$ cat src/rtl/word_add_seq_if.sv
// ---------------------------------------------------------------------------
// word_add_seq_if
// Handshake/data bundle for the byte-serial adder/subtractor.
//   start : request one operation (sampled only while the engine is idle)
//   sub   : 0 = a+b, 1 = a-b (sampled with start)
//   a, b  : operands, 8*NBYTES bits (sampled with start)
//   busy  : operation in progress
//   done  : one-cycle completion pulse; sum/cout/ovf valid from here on
//   sum   : result register
//   cout  : carry out of the MSB slice (subtract: 1 = no borrow)
//   ovf   : two's-complement overflow of the full-width result
// master = requester side, slave = engine side.
// ---------------------------------------------------------------------------
interface word_add_seq_if #(
    parameter int NBYTES = 4
);
    logic                  start;
    logic                  sub;
    logic [8*NBYTES-1:0]   a;
    logic [8*NBYTES-1:0]   b;
    logic                  busy;
    logic                  done;
    logic [8*NBYTES-1:0]   sum;
    logic                  cout;
    logic                  ovf;

    modport master (
        output start, sub, a, b,
        input  busy, done, sum, cout, ovf
    );

    modport slave (
        input  start, sub, a, b,
        output busy, done, sum, cout, ovf
    );
endinterface

$ cat src/rtl/word_add_seq.sv
// ---------------------------------------------------------------------------
// word_add_seq
// Byte-serial adder/subtractor: one 8-bit ripple slice (add8) processes one
// byte of the latched operands per clock, LSB first, with the carry held in
// a register between slices.
// Ports:
//   clk  : clock, rising edge
//   rst  : asynchronous active-high reset
//   bus  : word_add_seq_if.slave (start/sub/a/b in, busy/done/sum/cout/ovf out)
// Timing: start sampled in IDLE -> NBYTES RUN cycles -> one DONE cycle.
// ---------------------------------------------------------------------------

// 8-bit ripple-carry adder slice.
module add8 (
    output logic [7:0] out,
    output logic       cout,
    input  logic [7:0] a,
    input  logic [7:0] b,
    input  logic       cin
);
    // Bitwise ripple chain; the carry is a block-local variable.
    always_comb begin : ripple
        logic carry;
        carry = cin;
        out   = 8'h00;
        for (int i = 0; i < 8; i++) begin
            out[i] = a[i] ^ b[i] ^ carry;
            carry  = (a[i] & b[i]) | (carry & (a[i] ^ b[i]));
        end
        cout = carry;
    end
endmodule

module word_add_seq #(
    parameter int NBYTES = 4
) (
    input  logic            clk,
    input  logic            rst,
    word_add_seq_if.slave   bus
);
    localparam int W     = 8 * NBYTES;
    localparam int IDX_W = (NBYTES > 1) ? $clog2(NBYTES) : 1;
    localparam logic [IDX_W-1:0] LAST_IDX = IDX_W'(NBYTES - 1);

    // One-hot so busy/done are direct flop bits.
    typedef enum logic [2:0] {
        ST_IDLE = 3'b001,
        ST_RUN  = 3'b010,
        ST_DONE = 3'b100
    } state_t;

    state_t             state_r;
    state_t             state_nxt_s;
    logic [W-1:0]       a_r;
    logic [W-1:0]       b_r;        // B' : b already inverted for subtract
    logic [W-1:0]       sum_r;
    logic [IDX_W-1:0]   idx_r;
    logic               carry_r;
    logic               ovf_r;
    logic               busy_s;
    logic               done_s;
    logic               last_s;
    logic [7:0]         slice_a_s;
    logic [7:0]         slice_b_s;
    logic [7:0]         slice_sum_s;
    logic               slice_cout_s;

    assign last_s    = (idx_r == LAST_IDX);
    assign slice_a_s = a_r[32'(idx_r) * 32'd8 +: 8];
    assign slice_b_s = b_r[32'(idx_r) * 32'd8 +: 8];

    add8 u_add8 (
        .out  (slice_sum_s),
        .cout (slice_cout_s),
        .a    (slice_a_s),
        .b    (slice_b_s),
        .cin  (carry_r)
    );

    // State register.
    always_ff @(posedge clk or posedge rst) begin
        if (rst) begin
            state_r <= ST_IDLE;
        end else begin
            state_r <= state_nxt_s;
        end
    end

    // Next-state logic; DONE always returns to IDLE so start there is ignored.
    always_comb begin
        state_nxt_s = ST_IDLE;
        case (state_r)
            ST_IDLE: begin
                if (bus.start) begin
                    state_nxt_s = ST_RUN;
                end else begin
                    state_nxt_s = ST_IDLE;
                end
            end
            ST_RUN: begin
                if (last_s) begin
                    state_nxt_s = ST_DONE;
                end else begin
                    state_nxt_s = ST_RUN;
                end
            end
            ST_DONE: state_nxt_s = ST_IDLE;
            default: state_nxt_s = ST_IDLE;
        endcase
    end

    // Status outputs decoded from the one-hot state register.
    always_comb begin
        busy_s = 1'b0;
        done_s = 1'b0;
        case (state_r)
            ST_IDLE: begin
                busy_s = 1'b0;
                done_s = 1'b0;
            end
            ST_RUN:  busy_s = 1'b1;
            ST_DONE: done_s = 1'b1;
            default: begin
                busy_s = 1'b0;
                done_s = 1'b0;
            end
        endcase
    end

    // Datapath: operand capture at start, one result byte per RUN cycle.
    always_ff @(posedge clk or posedge rst) begin
        if (rst) begin
            a_r     <= '0;
            b_r     <= '0;
            sum_r   <= '0;
            idx_r   <= '0;
            carry_r <= 1'b0;
            ovf_r   <= 1'b0;
        end else begin
            case (state_r)
                ST_IDLE: begin
                    if (bus.start) begin
                        a_r     <= bus.a;
                        b_r     <= bus.b ^ {W{bus.sub}};
                        carry_r <= bus.sub;      // +1 completes two's complement
                        idx_r   <= '0;
                    end
                end
                ST_RUN: begin
                    sum_r[32'(idx_r) * 32'd8 +: 8] <= slice_sum_s;
                    carry_r <= slice_cout_s;
                    if (last_s) begin
                        idx_r <= '0;
                        // Like-signed operands whose result sign differs.
                        ovf_r <= (a_r[W-1] == b_r[W-1]) &&
                                 (slice_sum_s[7] != a_r[W-1]);
                    end else begin
                        idx_r <= idx_r + IDX_W'(1);
                    end
                end
                default: begin
                    idx_r <= idx_r;
                end
            endcase
        end
    end

    assign bus.busy = busy_s;
    assign bus.done = done_s;
    assign bus.sum  = sum_r;
    assign bus.cout = carry_r;
    assign bus.ovf  = ovf_r;
endmodule

$ cat src/flat_wrapper.sv
// flat-port wrapper written by rule: the top's interface ports become plain ports
module word_add_seq_flat 
#(
    parameter int NBYTES = 4
)
  (clk, rst, bus_start, bus_sub, bus_a, bus_b, bus_busy, bus_done, bus_sum, bus_cout, bus_ovf);
  word_add_seq_if #(.NBYTES(NBYTES)) bus_i ();
  input  logic clk;
  input  logic rst;
  input wire logic [$bits(bus_i.start)-1:0] bus_start;
  input wire logic [$bits(bus_i.sub)-1:0] bus_sub;
  input wire logic [$bits(bus_i.a)-1:0] bus_a;
  input wire logic [$bits(bus_i.b)-1:0] bus_b;
  output wire logic [$bits(bus_i.busy)-1:0] bus_busy;
  output wire logic [$bits(bus_i.done)-1:0] bus_done;
  output wire logic [$bits(bus_i.sum)-1:0] bus_sum;
  output wire logic [$bits(bus_i.cout)-1:0] bus_cout;
  output wire logic [$bits(bus_i.ovf)-1:0] bus_ovf;
  assign bus_i.start = bus_start;
  assign bus_i.sub = bus_sub;
  assign bus_i.a = bus_a;
  assign bus_i.b = bus_b;
  assign bus_busy = bus_i.busy;
  assign bus_done = bus_i.done;
  assign bus_sum = bus_i.sum;
  assign bus_cout = bus_i.cout;
  assign bus_ovf = bus_i.ovf;
  word_add_seq #(.NBYTES(NBYTES)) u_core (.clk(clk), .rst(rst), .bus(bus_i));
endmodule
$ cat config.mk
export PLATFORM = sky130hd
export DESIGN_NAME = word_add_seq_flat
export DESIGN_NICKNAME = d
export VERILOG_FILES = /design/src/rtl/word_add_seq_if.sv /design/src/rtl/word_add_seq.sv /design/src/flat_wrapper.sv
export SDC_FILE = /design/constraint.sdc
export NUM_CORES = 1
export LEC_CHECK = 0
export ABC_AREA = 1
export BUFFER_PORTS_ARGS = -buffer_cell sky130_fd_sc_hd__buf_4
export CORE_MARGIN = 4
export CORE_UTILIZATION = 55
export DETAILED_ROUTE_END_ITERATION = 8
export GPL_TIMING_DRIVEN = 0
export PLACE_DENSITY = 0.82
export SLEW_MARGIN = 30
export SYNTH_ARGS = -nofsm -noshare
export SYNTH_HDL_FRONTEND = slang
export SYNTH_SLANG_ARGS = --single-unit
$ cat constraint.sdc
create_clock -name clk -period 4.7 [get_ports clk]
set_input_delay 0.47 -clock clk [delete_from_list [all_inputs] [get_ports clk]]
set_output_delay 0.47 -clock clk [all_outputs]
set_load 0.03 [all_outputs]
Yosys cells after proc, flatten, opt, wreduce, memory -nomap -nowiden --
Cells that the tools add are included. Widths: inputs -> output; s select.
Cells by class: reductions and logical operators 5, bitwise operators 41, add/sub/neg operators 2, muxes and demuxes 11, shift operators 4, equal/unequal tests 7
Operator list (count):
- $shiftx 32x6->8 | 2
- $neg 5->34 | 1
- $shift 8x34->32 const A | 1
- $shiftx 8x34->32 | 1
- $bwmux 32 | 1
- $xor 32x32->32 | 1
- $and 1x1->1 | 16
- $xor 1x1->1 | 16
- $or 1x1->1 | 8
- $mux 2 | 3
- $pmux 3 s2 | 1
- $reduce_and 2->1 | 3
- $pmux 2 s2 | 1
- $eq 3x1->1 const B | 1
- $eq 3x2->1 const B | 1
- $eq 3x3->1 const B | 1
- $mux 1 | 3
- $mux 3 | 1
- $add 2x1->2 const B | 1
- $eq 2x2->1 const B | 1
- $ne 2x2->1 const B | 1
- $pmux 1 s2 | 1
- $reduce_bool 2->1 | 1
- $eq 1x1->1 | 1
- other kinds (2) | 2
Storage, ports and cells: register bits 103, bits of input ports 68

Longest topological paths before layout --
Gate-level depths: netlist (run 1).
depth in word-level cells 19, gate-level depth with buffers 22, depth with buffers taken out 20

Cells and area by module --
A second synthesis (run 1) with hierarchy kept.
Second synthesis, totals: cells, all modules 629, area, all modules 5190.0 sq um
Modules (own cells, without submodules):
- word_add_seq | cells each 611, area each 4992.3 sq um, instances 1, seq. area each 2578.7 sq um
- add8 | cells each 18, area each 197.7 sq um, instances 1, seq. area each 0.0 sq um

Worst setup path after synthesis (run 1) --
Ideal clock, no wire load.
kind register to register, start register u_core.idx_r[0], end register u_core.sum_r[15] (netlist: u_core.bus.sum[15]), clock period less this slack 4.372 ns, setup slack 0.328 ns, setup time 0.065 ns, data arrival time 4.307 ns, stages on the path, launching flop included 22, path through dfrtp_1 > buf_2 > inv_2 > buf_2 > nand2_1 > a21oi_1 > nor2_1 > fa_1 > inv_1 > fa_1 > fa_1 > fa_1 > inv_1 > fa_1 > inv_1 > fa_1 > fa_1 > fa_1 > nand2_1 > nor2_1 > nand3_1 > nand2_1
Between the ends: cells in the longest elaborated chain, start to end 19, elaborated cells on any way between the ends 43, those cells by class add/sub (1); shift (4); mux (1); bitwise (37)
Ends and longest elaborated chain:
- start: declaration | RTL line word_add_seq.sv:57 | logic [IDX_W-1:0] idx_r;
- start signal: assignment | RTL line word_add_seq.sv:158 | idx_r <= idx_r + IDX_W'(1);
- start signal: assignment | RTL line word_add_seq.sv:162 | idx_r <= idx_r;
- $shiftx 32x6->8, on equally long branches | RTL line word_add_seq.sv:69, word_add_seq.sv:70
- $xor 1x1->1 | RTL line word_add_seq.sv:27, word_add_seq.sv:28
- $and 1x1->1 | RTL line word_add_seq.sv:28 | carry = (a[i] & b[i]) | (carry & (a[i] ^ b[i]));
- $or 1x1->1 | RTL line word_add_seq.sv:28
- $and 1x1->1 | RTL line word_add_seq.sv:28
- $or 1x1->1 | RTL line word_add_seq.sv:28
- $and 1x1->1 | RTL line word_add_seq.sv:28
- $or 1x1->1 | RTL line word_add_seq.sv:28
- [... 3 more ...]
- $or 1x1->1 | RTL line word_add_seq.sv:28
- $and 1x1->1 | RTL line word_add_seq.sv:28
- $or 1x1->1 | RTL line word_add_seq.sv:28
- $and 1x1->1 | RTL line word_add_seq.sv:28
- $or 1x1->1 | RTL line word_add_seq.sv:28
- $xor 1x1->1 | RTL line word_add_seq.sv:27 | out[i] = a[i] ^ b[i] ^ carry;
- $shiftx 8x34->32 | RTL line word_add_seq.sv:150 | sum_r[32'(idx_r) * 32'd8 +: 8] <= slice_sum_s;
- $bwmux 32 (*) | RTL line word_add_seq.sv:150
- end signal: indexed assignment | RTL line word_add_seq.sv:150
- end: declaration | RTL line word_add_seq.sv:56 | logic [W-1:0] sum_r;
Mark *: on every way between the ends. The rest lies on a longest branch, timed or not. A chain may end at the register's enable or synchronous reset.

Worst setup path after layout (run 1) --
Ends and elaborated chain as after synthesis.

==> results of run 1 <==
cell usage in the layout (no fill, tap or decap), types with 2 or more instances in the layout:
cell | Yosys | routed
sky130_fd_sc_hd__fa_1 | 8 | 2
sky130_fd_sc_hd__inv_4 | 0 | 2
sky130_fd_sc_hd__o21ai_0 | 70 | 70
sky130_fd_sc_hd__a21oi_1 | 2 | 2
sky130_fd_sc_hd__nor2_1 | 34 | 33
sky130_fd_sc_hd__o22ai_1 | 12 | 12
sky130_fd_sc_hd__clkbuf_4 | 2 | 2
sky130_fd_sc_hd__nand2_2 | 3 | 4
sky130_fd_sc_hd__ha_1 | 6 | 6
sky130_fd_sc_hd__buf_6 | 2 | 6
sky130_fd_sc_hd__clkbuf_8 | 0 | 9
sky130_fd_sc_hd__nand2_1 | 219 | 218
sky130_fd_sc_hd__dfrtp_1 | 102 | 101
sky130_fd_sc_hd__bufinv_16 | 0 | 2
sky130_fd_sc_hd__nor2_4 | 4 | 4
sky130_fd_sc_hd__clkbuf_1 | 6 | 5
sky130_fd_sc_hd__nand3_1 | 35 | 35
sky130_fd_sc_hd__nor3_1 | 2 | 2
sky130_fd_sc_hd__inv_1 | 15 | 13
sky130_fd_sc_hd__xnor2_1 | 32 | 32
sky130_fd_sc_hd__buf_4 | 4 | 113
sky130_fd_sc_hd__nor2_2 | 3 | 4
sky130_fd_sc_hd__o21ai_1 | 5 | 5
sky130_fd_sc_hd__buf_2 | 15 | 11
sky130_fd_sc_hd__fa_2 | 0 | 6
sky130_fd_sc_hd__nand2_4 | 2 | 2
sky130_fd_sc_hd__inv_2 | 4 | 3
sky130_fd_sc_hd__clkbuf_2 | 2 | 3
sky130_fd_sc_hd__clkinvlp_4 | 0 | 3
cells by family after synthesis:
kind of cell	share of synthesized area, %
compound gates	9.26
buf+inv	4.87
simple gates	24.7
fa+ha+maj	4.65
xor+xnor	5.54
flops	51.0
power breakdown:
group | internal (W) | total, W | switching (W)
logic | 0.000802 | 0.00210 | 0.00130
clock network | 0.000300 | 0.000604 | 0.000303
registers | 0.00122 | 0.00144 | 0.000224
total | 0.00232 | 0.00415 | 0.00183
what timing repair did:
| action | CTS | global route |
|---|---|---|
| resized for setup | 11 | 20 |
| pin swaps | 0 | 7 |
| setup endpoints to repair | 5 | 5 |
| setup buffers | 1 | 5 |
cell type report:
class	instances	area (um^2)
plain buffers	31	216
well taps	108	135
clock inverters	5	82.6
inverters	19	81.3
clock buffers	11	131
repair buffers	109	838
flip-flops and latches	103	2580
multi-input cells	439	2250
fillers	684	2530
Yosys cell counts:
cell	n	area (um^2)
sky130_fd_sc_hd__a21oi_1	2	10.0
sky130_fd_sc_hd__buf_2	15	75.1
sky130_fd_sc_hd__buf_4	4	30.0
sky130_fd_sc_hd__buf_6	2	22.5
sky130_fd_sc_hd__clkbuf_1	6	22.5
sky130_fd_sc_hd__clkbuf_2	2	10.0
sky130_fd_sc_hd__clkbuf_4	2	15.0
sky130_fd_sc_hd__dfrtp_1	102	2550
sky130_fd_sc_hd__dfstp_2	1	26.3
sky130_fd_sc_hd__fa_1	8	160
sky130_fd_sc_hd__ha_1	6	75.1
sky130_fd_sc_hd__inv_1	15	56.3
sky130_fd_sc_hd__inv_2	4	15.0
sky130_fd_sc_hd__nand2_1	219	822
sky130_fd_sc_hd__nand2_2	3	18.8
sky130_fd_sc_hd__nand2_4	2	22.5
sky130_fd_sc_hd__nand3_1	35	175
sky130_fd_sc_hd__nand3b_1	1	7.51
sky130_fd_sc_hd__nor2_1	34	128
sky130_fd_sc_hd__nor2_2	3	18.8
sky130_fd_sc_hd__nor2_4	4	45.0
sky130_fd_sc_hd__nor3_1	2	10.0
sky130_fd_sc_hd__o21ai_0	70	350
sky130_fd_sc_hd__o21ai_1	5	25.0
sky130_fd_sc_hd__o21bai_1	1	7.51
sky130_fd_sc_hd__o22ai_1	12	75.1
sky130_fd_sc_hd__xnor2_1	32	280
worst min-delay path by stage:
| stage | start | endpoint | slack (ns) | depth (start not counted) |
|---|---|---|---|---|
| after global placement | u_core.a_r[9] | u_core.a_r[9] | 0.46 | 2 |
| final | rst | u_core.a_r[0] | 0.10 | 2 |
| after CTS | rst | u_core.a_r[24] | 0.12 | 2 |
| after floorplan | u_core.a_r[10] | u_core.a_r[10] | 0.44 | 2 |
| after global routing | rst | u_core.a_r[24] | 0.13 | 2 |
| after detailed placement | u_core.a_r[18] | u_core.a_r[18] | 0.46 | 2 |
sequential cells by signal, indices dropped and copies added (netlist names):
signal           flops
u_core.bus.ovf       1
u_core.idx_r         2
u_core.bus.sum      32
u_core.b_r          32
u_core.state_r       3
u_core.bus.cout      1
u_core.a_r          32
metal layers:
metal  wire length [um]  GRT usage (%)  up-vias  share of wire (%)
li1                   -              -     2127                  -
met3                893           4.53       14                7.0
met4                178           7.50        0                1.4
met5                  0              0        -                  0
met1               5420           32.4     2130                 42
met2               6330           40.6      191                 49
per-stage QoR:
step	setup TNS, ns	utilization, %	setup WS, ns	hold WS (ns)
floorplan	0	-	0.328	0.444
global route	-0.0566	71.4	-0.0440	0.135
finish	0	71.4	0.171	0.101
CTS	0	70.4	0.0251	0.118
global placement	-0.531	67.3	-0.180	0.460
detailed placement	-0.940	67.7	-0.267	0.460
==> key figures, run 1 <==
Final layout
  • Ant. Diodes: 0
  • Share of final-layout standard cells stronger than drive strength 1: 25.0%
  • Post-route insts no fill: 825
  • Layout Cell Area excl Fill: 6320 um^2
  • Area delta synth->final: 24.9%
  • Post-layout nets: 794

Timing
  • Final Setup Violations: 0
  • Actual transition at the worst max-transition pin: 0.482 ns
  • Slew Viols, Final: 0
  • Shortest period the worst path allows: 4.53 ns
  • Number of hold violations in the final report: 0
  • Maximum clock frequency: 0.221 GHz
  • Final period utilization: 96.4%
  • Largest clock skew in the final design: 0.00875 ns
  • Slew HR: 67.9%

Floorplanning
  • Die Outline Area: 10800 um^2
  • Starting density of the core: 57.1%
  • Number of core rows: 34
  • Count of pins on the block boundary: 104
  • Y dimension of the die: 104 um
  • Width of the die: 104 um
  • Std-Cell Core Area: 8850 um^2

Critical path
  • Data required, critical path: 5.01 ns
  • Delay-heaviest family, CP: adder cells
  • Largest driver fanout on the critical path: 10
  • Critical Setup Path Class: flop to flop
  • Worst setup path endpoint: u_core.bus.sum[15]
  • Type of element capturing the critical path: flop
  • Worst Reg2Reg Path Length in Cells: 20
  • Critical path startpoint category: flop
  • Worst Path Buf+Inv: 5
  • Worst-path cell with the longest stage delay: sky130_fd_sc_hd__fa_2
  • Crit path launch: u_core.idx_r[0]
  • Number of gates on the worst path with buffers counted: 20
  • R2r setup slk: 0.17 ns
  • Slowest Stage Delay on Critical Path: 0.62 ns
  • Crit path arrival time: 4.84 ns
  • Critical R2R Capture: u_core.bus.sum[15]
  • CP Cell Sequence: buf_6 > buf_4 > nand2_1 > a21oi_1 > nor2_1 > fa_2 > inv_1 > fa_2 > fa_2 > fa_1 > inv_1 > fa_1 > inv_1 > fa_2 > fa_2 > fa_2 > nand2_1 > nor2_2 > nand3_1 > nand2_1
  • Start of the worst register-to-register path: u_core.idx_r[0]
  • Most used cell, CP: sky130_fd_sc_hd__fa_2

Clocking
  • Total of hold buffers inserted after clock tree synthesis: 0
  • CTS Buf Count: 9
  • Maximum clock insertion buffer count: 2
  • Clock-pin slew reported for the worst setup and hold paths after clock tree synthesis: 0.10 ns
  • Clock latency on the worst-skew pair: 0.37 ns
  • CTS sink count: 103
  • CTS tree: yes
  • H-tree level count: 3
  • Clock tree root buffer cell: sky130_fd_sc_hd__clkbuf_8

Global route
  • GR Util All Layers: 24.3%
  • Initial antenna violation count: 0
  • Via count of the first global-routing pass: 4498
  • Grt total ovfl: 0
  • Maximum number of pins on one net before global-route repair: 60
  • First-pass GRT wire length: 21.4 mm

Route
  • Drt initial violations: 306
  • Post-route antenna net violation count: 0
  • Routed WL: 12.8 mm
  • Number of iterations in the first detailed-routing pass: 5
  • Average vias per placed instance: 5.41
  • Number of vias in the routed layout: 4462
  • Remaining routing DRC violations: 0
  • Wire per inst: 15.5 um

Power and ir drop
  • Max VDD drop: 0.414 mV
  • Ratio of total power to cell area: 657 nW/um^2
  • Static leakage: 3.19 nW
  • Final Power: 0.00415 W

Run status
  • Result of the run: finished, final reports clean

Synth
  • Number of nets produced by synthesis: 674
  • YS warnings: 0
  • Synthesized instance count: 592
  • Post-Synthesis Mean Instance Area: 8.54 um^2
  • Cell Area, Synth: 5060 um^2
  • Yosys reg bits: 103
  • Part of the Yosys area used for sequential elements: 51.0%
  • Number of library cell types mapped by synthesis: 27

Place
  • HPWL Detailed: 9.39 mm
  • Post-placement cell count: 803
  • Post-place instance area: 5990 um^2
  • Count of input and output buffers: 102
  • Final weighted congestion in routability-driven placement: 0.844

Hold path
  • Classification of the worst-slack hold path: primary input to asynchronous set/reset pin

Run
  • # Max-Cap Violations: 0
(Power assumes the default switching activity.)
==> inputs of run 2 (changes only) <==
Settings changed: CORE_MARGIN 4 to 1, CORE_UTILIZATION 55 to 57, CTS_BUF_LIST set to sky130_fd_sc_hd__clkbuf_8, PLACE_DENSITY 0.82 to 0.85.
==> key figures, run 2 (synthesis gave the netlist of run 1 again) <==
Clocking
  • CTS Buf Count: 9 (unchanged)
  • CTS tree: yes (unchanged)
  • Clock tree root buffer cell: sky130_fd_sc_hd__clkbuf_8 (unchanged)
  • H-tree level count: 3 (unchanged)
  • Maximum clock insertion buffer count: 2 (unchanged)
  • Clock-pin slew reported for the worst setup and hold paths after clock tree synthesis: 0.09 ns (was 0.10 ns)
  • Clock latency on the worst-skew pair: 0.36 ns (was 0.37 ns)
  • CTS sink count: 103 (unchanged)

Floorplanning
  • Number of core rows: 33 (was 34)
  • Std-Cell Core Area: 8380 um^2 (was 8850 um^2)
  • Y dimension of the die: 96.2 um (was 104 um)
  • Width of the die: 96.2 um (was 104 um)
  • Count of pins on the block boundary: 104 (unchanged)
  • Starting density of the core: 60.3% (was 57.1%)
  • Die Outline Area: 9250 um^2 (was 10800 um^2)

Place
  • Final weighted congestion in routability-driven placement: 0.893 (was 0.844)
  • Pre-CTS setup slack: -0.274 ns (was -0.267 ns)
  • Count of input and output buffers: 102 (unchanged)
  • HPWL Detailed: 9.26 mm (was 9.39 mm)

Final layout
  • Area delta synth->final: 24.2% (was 24.9%)
  • Fillcell total: 606 (was 684)
  • Share of final-layout standard cells stronger than drive strength 1: 24.4% (was 25.0%)
  • Ant. Diodes: 0 (unchanged)
  • Most common cell after layout, fill and taps aside: sky130_fd_sc_hd__nand2_1 (unchanged)
  • Post-layout nets: 793 (was 794)
  • Leading cell types in the layout, fill and taps excluded: sky130_fd_sc_hd__nand2_1 (219), sky130_fd_sc_hd__buf_4 (114), sky130_fd_sc_hd__dfrtp_1 (101) (was sky130_fd_sc_hd__nand2_1 (218), sky130_fd_sc_hd__buf_4 (113), sky130_fd_sc_hd__dfrtp_1 (101))

Run
  • # Max-Cap Violations: 0 (unchanged)

Route
  • Number of iterations in the first detailed-routing pass: 5 (unchanged)
  • Average vias per placed instance: 5.55 (was 5.41)
  • Post-route antenna net violation count: 0 (unchanged)
  • Number of vias in the routed layout: 4556 (was 4462)
  • Routed WL: 12.9 mm (was 12.8 mm)
  • Wire per inst: 15.7 um (was 15.5 um)
  • Drt initial violations: 340 (was 306)
  • Remaining routing DRC violations: 0 (unchanged)

Critical path
  • Worst-path cell with the longest stage delay: sky130_fd_sc_hd__fa_2 (unchanged)
  • Critical path startpoint category: flop (unchanged)
  • Crit path arrival time: 4.79 ns (was 4.84 ns)
  • Critical R2R Capture: u_core.bus.sum[23] (was u_core.bus.sum[15])
  • Largest driver fanout on the critical path: 12 (was 10)
  • CP Cell Sequence: inv_2 > buf_4 > a21oi_1 > nor2_1 > fa_1 > inv_1 > fa_2 > fa_1 > fa_1 > inv_1 > fa_1 > inv_1 > fa_2 > fa_2 > fa_2 > buf_4 > nand3_1 > o21ai_1 (was buf_6 > buf_4 > nand2_1 > a21oi_1 > nor2_1 > fa_2 > inv_1 > fa_2 > fa_2 > fa_1 > inv_1 > fa_1 > inv_1 > fa_2 > fa_2 > fa_2 > nand2_1 > nor2_2 > nand3_1 > nand2_1)
  • Worst Reg2Reg Path Length in Cells: 18 (was 20)
  • Data required, critical path: 4.99 ns (was 5.01 ns)
  • Start of the worst register-to-register path: u_core.idx_r[1] (was u_core.idx_r[0])
  • Slowest Stage Delay on Critical Path: 0.60 ns (was 0.62 ns)
  • Type of element capturing the critical path: flop (unchanged)
  • Critical Setup Path Class: flop to flop (unchanged)
  • R2r setup slk: 0.19 ns (was 0.17 ns)

Timing
  • Shortest period the worst path allows: 4.51 ns (was 4.53 ns)
  • Slew Viols, Final: 0 (unchanged)
  • Setup repair after global routing missed its margin: no
  • Final Setup Violations: 0 (unchanged)
  • Least setup slack across all paths after layout: 0.194 ns (was 0.171 ns)
  • Setup TNS: 0 ns (unchanged)
  • Worst Hold Margin: 0.0743 ns (was 0.101 ns)
  • Slew HR: 67.0% (was 67.9%)
  • Maximum clock frequency: 0.222 GHz (was 0.221 GHz)
  • Actual transition at the worst max-transition pin: 0.496 ns (was 0.482 ns)
  • Number of hold violations in the final report: 0 (unchanged)
  • Final period utilization: 95.9% (was 96.4%)
  • Largest clock skew in the final design: 0.00622 ns (was 0.00875 ns)

Power and ir drop
  • Sequential Power Share: 34.7% (was 34.8%)
  • Ratio of total power to cell area: 664 nW/um^2 (was 657 nW/um^2)
  • Share of total power in combinational logic: 50.4% (was 50.7%)
  • Total net switching power: 0.00183 W (about the same)
  • Clock group share of total power: 14.9% (was 14.6%)
  • Max VDD drop: 0.374 mV (was 0.414 mV)
  • Static leakage: 3.21 nW (was 3.19 nW)
  • Net switching share of the total power: 43.9% (was 44.1%)
  • Cell Int Power: 0.00234 W (was 0.00232 W)

Global route
  • Maximum number of pins on one net before global-route repair: 70 (was 60)
  • Initial antenna violation count: 0 (unchanged)
  • Via count of the first global-routing pass: 4399 (was 4498)
  • First-pass GRT wire length: 20.7 mm (was 21.4 mm)
  • GR Util All Layers: 29.8% (was 24.3%)
  • Grt total ovfl: 0 (unchanged)

Hold path
  • Classification of the worst-slack hold path: primary input to asynchronous set/reset pin (unchanged)

Run status
  • Result of the run: finished, final reports clean (unchanged)
## run 2: worst max-delay path, delay by kind of cell (launching register included)
family / cells / cell delay (ns)
buf+inv: 6 / 0.71
simple gates: 2 / 0.22
flops: 1 / 0.46
fa+ha+maj: 8 / 2.83
compound gates: 2 / 0.21
## run 2: worst max-delay path by stage
stage                          startpoint                 end  slack [ns]
after floorplan           u_core.idx_r[0]  u_core.bus.sum[15]        0.33
after global routing      u_core.idx_r[0]  u_core.bus.sum[15]        0.02
after CTS                 u_core.idx_r[0]  u_core.bus.sum[15]        0.01
after detailed placement  u_core.idx_r[1]  u_core.bus.sum[15]       -0.27
final                     u_core.idx_r[1]  u_core.bus.sum[23]        0.19
after global placement    u_core.idx_r[1]  u_core.bus.sum[15]       -0.22
## run 2: final cells by class
cell class              count  area (um^2)  share of cell area, %
flip-flops and latches    103         2580                   41.1
multi-input cells         439         2240                   35.7
repair buffers            108          831                   13.2
plain buffers              31          195                   3.11
clock buffers              11          151                   2.41
well taps                 105          131                   2.09
inverters                  19         76.3                   1.22
clock inverters             5         72.6                   1.16
## run 2: repair_timing
item	4_1_cts	5_1_grt
resized for setup	9	11
buffers inserted	3	2
endpoints found under the setup margin	5	5
pin swaps	0	2
hold buffers	0	0
## run 2: layer usage
layer / share of wire, % / track usage (%)
met1: 41 / 37.3
met2: 50 / 52.5
met3: 6.4 / 4.19
met4: 1.8 / 10.9
met5: 0 / 0
## run 2: power by group through the flow
stage | registers, W | logic (W) | clock network (W)
after global placement | 0.00144 | 0.00189 | 0
after global routing | 0.00148 | 0.00232 | 0.000654
after floorplan | 0.00147 | 0.00128 | 0
after CTS | 0.00144 | 0.00200 | 0.000622
after detailed placement | 0.00145 | 0.00195 | 0
final | 0.00145 | 0.00210 | 0.000621
## run 2: per-stage QoR
step / util [%] / area [um^2] / power, W / instances
global placement: 71.0 / 5950 / 0.00333 / 799
floorplan: - / 5060 / 0.00274 / 592
finish: 74.9 / 6280 / 0.00417 / 821
CTS: 74.5 / 6250 / 0.00406 / 819
detailed placement: 71.4 / 5990 / 0.00340 / 800
global route: 74.9 / 6280 / 0.00445 / 821
==> inputs of run 3 (changes only) <==
Settings changed: SETUP_SLACK_MARGIN set to 0.4.
==> key figures, run 3 (synthesis gave the netlist of run 1 again) <==
Global route
  • Via count of the first global-routing pass: 4523 (was 4399)
  • Met2 Use GR: 50.0% (was 52.5%)
  • Grt total ovfl: 0 (unchanged)
  • GR Util All Layers: 30.3% (was 29.8%)
  • Global routing met1 resource utilization: 37.5% (was 37.3%)
  • Global routing usage on met3: 5.06% (was 4.19%)
  • Initial antenna violation count: 0 (unchanged)
  • Maximum number of pins on one net before global-route repair: 76 (was 70)
  • First-pass GRT wire length: 20.9 mm (was 20.7 mm)
  • Most congested layer reported by global routing: met2 (unchanged)

Critical path
  • Worst-path cell with the longest stage delay: sky130_fd_sc_hd__fa_2 (unchanged)
  • Data required, critical path: 4.98 ns (was 4.99 ns)
  • CP Cell Sequence: buf_6 > inv_8 > buf_6 > buf_4 > o21ai_0 > o22ai_1 > fa_2 > fa_2 > fa_2 > inv_2 > fa_2 > inv_2 > fa_2 > fa_2 > fa_2 > nor2_1 > nand2_1 > nand2_1 > nand2_1 > nand2_1 (was inv_2 > buf_4 > a21oi_1 > nor2_1 > fa_1 > inv_1 > fa_2 > fa_1 > fa_1 > inv_1 > fa_1 > inv_1 > fa_2 > fa_2 > fa_2 > buf_4 > nand3_1 > o21ai_1)
  • Largest driver fanout on the critical path: 6 (was 12)
  • Delay-heaviest family, CP: adder cells (unchanged)
  • Slowest Stage Delay on Critical Path: 0.63 ns (was 0.60 ns)
  • Critical path startpoint category: flop (unchanged)
  • Most used cell, CP: sky130_fd_sc_hd__fa_2
  • Type of element capturing the critical path: flop (unchanged)
  • Critical Setup Path Class: flop to flop (unchanged)
  • Crit path arrival time: 4.63 ns (was 4.79 ns)
  • Worst Path Buf+Inv: 6 (unchanged)

Final layout
  • Leading cell types in the layout, fill and taps excluded: sky130_fd_sc_hd__nand2_1 (213), sky130_fd_sc_hd__buf_4 (123), sky130_fd_sc_hd__dfrtp_1 (101) (was sky130_fd_sc_hd__nand2_1 (219), sky130_fd_sc_hd__buf_4 (114), sky130_fd_sc_hd__dfrtp_1 (101))
  • Post-route insts no fill: 833 (was 821)
  • Post-layout nets: 805 (was 793)
  • Ant. Diodes: 0 (unchanged)
  • Most common cell after layout, fill and taps aside: sky130_fd_sc_hd__nand2_1 (unchanged)
  • Area delta synth->final: 27.4% (was 24.2%)
  • Share of final-layout standard cells stronger than drive strength 1: 28.2% (was 24.4%)

Timing
  • Slew HR: 65.4% (was 67.0%)
  • Shortest period the worst path allows: 4.35 ns (was 4.51 ns)
  • Slew Viols, Final: 0 (unchanged)
  • Worst Hold Margin: 0.0365 ns (was 0.0743 ns)
  • Maximum clock frequency: 0.230 GHz (was 0.222 GHz)
  • Final Setup Violations: 0 (unchanged)
  • Setup repair after global routing missed its margin: yes (was no)
  • Number of hold violations in the final report: 0 (unchanged)
  • Largest clock skew in the final design: 0.00944 ns (was 0.00622 ns)
  • Actual transition at the worst max-transition pin: 0.520 ns (was 0.496 ns)
  • Final period utilization: 92.6% (was 95.9%)
  • Least setup slack across all paths after layout: 0.347 ns (was 0.194 ns)

Floorplanning
  • Count of pins on the block boundary: 104 (unchanged)
  • Std-Cell Core Area: 8380 um^2 (unchanged)
  • Starting density of the core: 60.3% (unchanged)
  • Number of core rows: 33 (unchanged)
  • Die Outline Area: 9250 um^2 (unchanged)
  • Y dimension of the die: 96.2 um (unchanged)
  • Width of the die: 96.2 um (unchanged)

Route
  • Wire per inst: 15.8 um (was 15.7 um)
  • Post-route antenna net violation count: 0 (unchanged)
  • Drt initial violations: 379 (was 340)
  • Number of vias in the routed layout: 4599 (was 4556)
  • Routed WL: 13.2 mm (was 12.9 mm)
  • Average vias per placed instance: 5.52 (was 5.55)
  • Number of iterations in the first detailed-routing pass: 5 (unchanged)
  • Remaining routing DRC violations: 0 (unchanged)

Clocking
  • Clock latency on the worst-skew pair: 0.38 ns (was 0.36 ns)
  • CTS tree: yes (unchanged)
  • H-tree level count: 3 (unchanged)
  • CTS sink count: 103 (unchanged)
  • Clock tree root buffer cell: sky130_fd_sc_hd__clkbuf_8 (unchanged)
  • Maximum clock insertion buffer count: 2 (unchanged)
  • Clock-pin slew reported for the worst setup and hold paths after clock tree synthesis: 0.10 ns (was 0.09 ns)
  • CTS Buf Count: 9 (unchanged)

Place
  • Final weighted congestion in routability-driven placement: 0.903 (was 0.893)
  • Pre-CTS setup slack: -0.170 ns (was -0.274 ns)
  • HPWL Detailed: 9.16 mm (was 9.26 mm)
  • Post-placement cell count: 800 (unchanged)
  • Count of input and output buffers: 102 (unchanged)

Run
  • # Max-Cap Violations: 0 (unchanged)

Run status
  • Result of the run: finished, final reports clean (unchanged)

Power and ir drop
  • Static leakage: 3.25 nW (was 3.21 nW)
  • Max VDD drop: 0.373 mV (was 0.374 mV)
  • Ratio of total power to cell area: 658 nW/um^2 (was 664 nW/um^2)

Hold path
  • Classification of the worst-slack hold path: primary input to asynchronous set/reset pin (unchanged)
run 3: cell count changes in the layout (fill, tap and decap cells not counted), moves of 2 or more:
cell / before / now
sky130_fd_sc_hd__buf_4: 114 / 123
sky130_fd_sc_hd__nand2_1: 219 / 213
sky130_fd_sc_hd__nand2_2: 3 / 9
sky130_fd_sc_hd__fa_1: 4 / 0
sky130_fd_sc_hd__fa_2: 4 / 8
sky130_fd_sc_hd__inv_1: 15 / 11
sky130_fd_sc_hd__buf_6: 3 / 6
sky130_fd_sc_hd__clkinvlp_4: 0 / 3
sky130_fd_sc_hd__a21oi_1: 2 / 0
sky130_fd_sc_hd__a21oi_2: 0 / 2
run 3: worst paths after layout:
| check | cells after the start | startpoint | to | slack, ns |
|---|---|---|---|---|
| max | 20 | u_core.idx_r[0] | u_core.bus.ovf | 0.35 |
| min | 2 | rst | u_core.bus.sum[0] | 0.04 |
| max reg2reg | 20 | u_core.idx_r[0] | u_core.bus.ovf | 0.35 |
| min reg2reg | 2 | u_core.a_r[17] | u_core.a_r[17] | 0.49 |
| max in group asynchronous | 3 | rst | u_core.state_r[0] | 3.98 |
| min in group clk | 3 | bus_a[24] | u_core.a_r[24] | 0.27 |
run 3: layer usage:
metal | part of all wire [%] | wire length, um | vias up
met5 | 0 | 0 | -
met4 | 4.0 | 532 | 0
met3 | 7.2 | 952 | 53
met2 | 49 | 6440 | 220
met1 | 40 | 5270 | 2186
li1 | - | - | 2140
run 3: layout make-up:
type                    count  area, um^2
well taps                 105         131
multi-input cells         439        2290
inverters                  19        86.3
flip-flops and latches    103        2580
fillers                   597        1940
plain buffers              31         236
clock inverters             6        61.3
repair buffers            120         921
clock buffers              10         138
run 3: power by group:
group,switching [W],internal [W]
Clock,0.000309,0.000258
Sequential,0.000230,0.00122
Combinational,0.00136,0.000870
run 3: metrics by stage:
| stage | power (W) | cell area, um^2 | setup TNS (ns) | util, % |
|---|---|---|---|---|
| 4_1_cts | 0.00411 | 6340 | 0 | 75.6 |
| 3_3_place_gp | 0.00334 | 5970 | -0.0598 | 71.2 |
| 6_report | 0.00424 | 6440 | 0 | 76.9 |
| 2_1_floorplan | 0.00276 | 5070 | 0 | - |
| 3_5_place_dp | 0.00341 | 6000 | -0.445 | 71.6 |
| 5_1_grt | 0.00450 | 6440 | 0 | 76.9 |
run 3: repair_timing:
item                                   CTS  global route
setup endpoints to repair                9             5
pin swaps                                9             9
buffers inserted                         7            10
gates resized for setup                 28            13
hold buffers                             0             0
endpoints found under the hold margin    0             0
run 3: worst reg2reg max path, stage by stage (launching register included):
cell	delay, ns
sky130_fd_sc_hd__dfrtp_1	0.39
sky130_fd_sc_hd__buf_6	0.17
sky130_fd_sc_hd__inv_8	0.05
sky130_fd_sc_hd__buf_6	0.13
sky130_fd_sc_hd__buf_4	0.16
sky130_fd_sc_hd__o21ai_0	0.20
sky130_fd_sc_hd__o22ai_1	0.14
sky130_fd_sc_hd__fa_2	0.40
sky130_fd_sc_hd__fa_2	0.34
sky130_fd_sc_hd__fa_2	0.34
sky130_fd_sc_hd__inv_2	0.06
sky130_fd_sc_hd__fa_2	0.18
sky130_fd_sc_hd__inv_2	0.04
sky130_fd_sc_hd__fa_2	0.33
sky130_fd_sc_hd__fa_2	0.36
sky130_fd_sc_hd__fa_2	0.63
sky130_fd_sc_hd__nor2_1	0.09
sky130_fd_sc_hd__nand2_1	0.08
sky130_fd_sc_hd__nand2_1	0.07
sky130_fd_sc_hd__nand2_1	0.06
sky130_fd_sc_hd__nand2_1	0.04
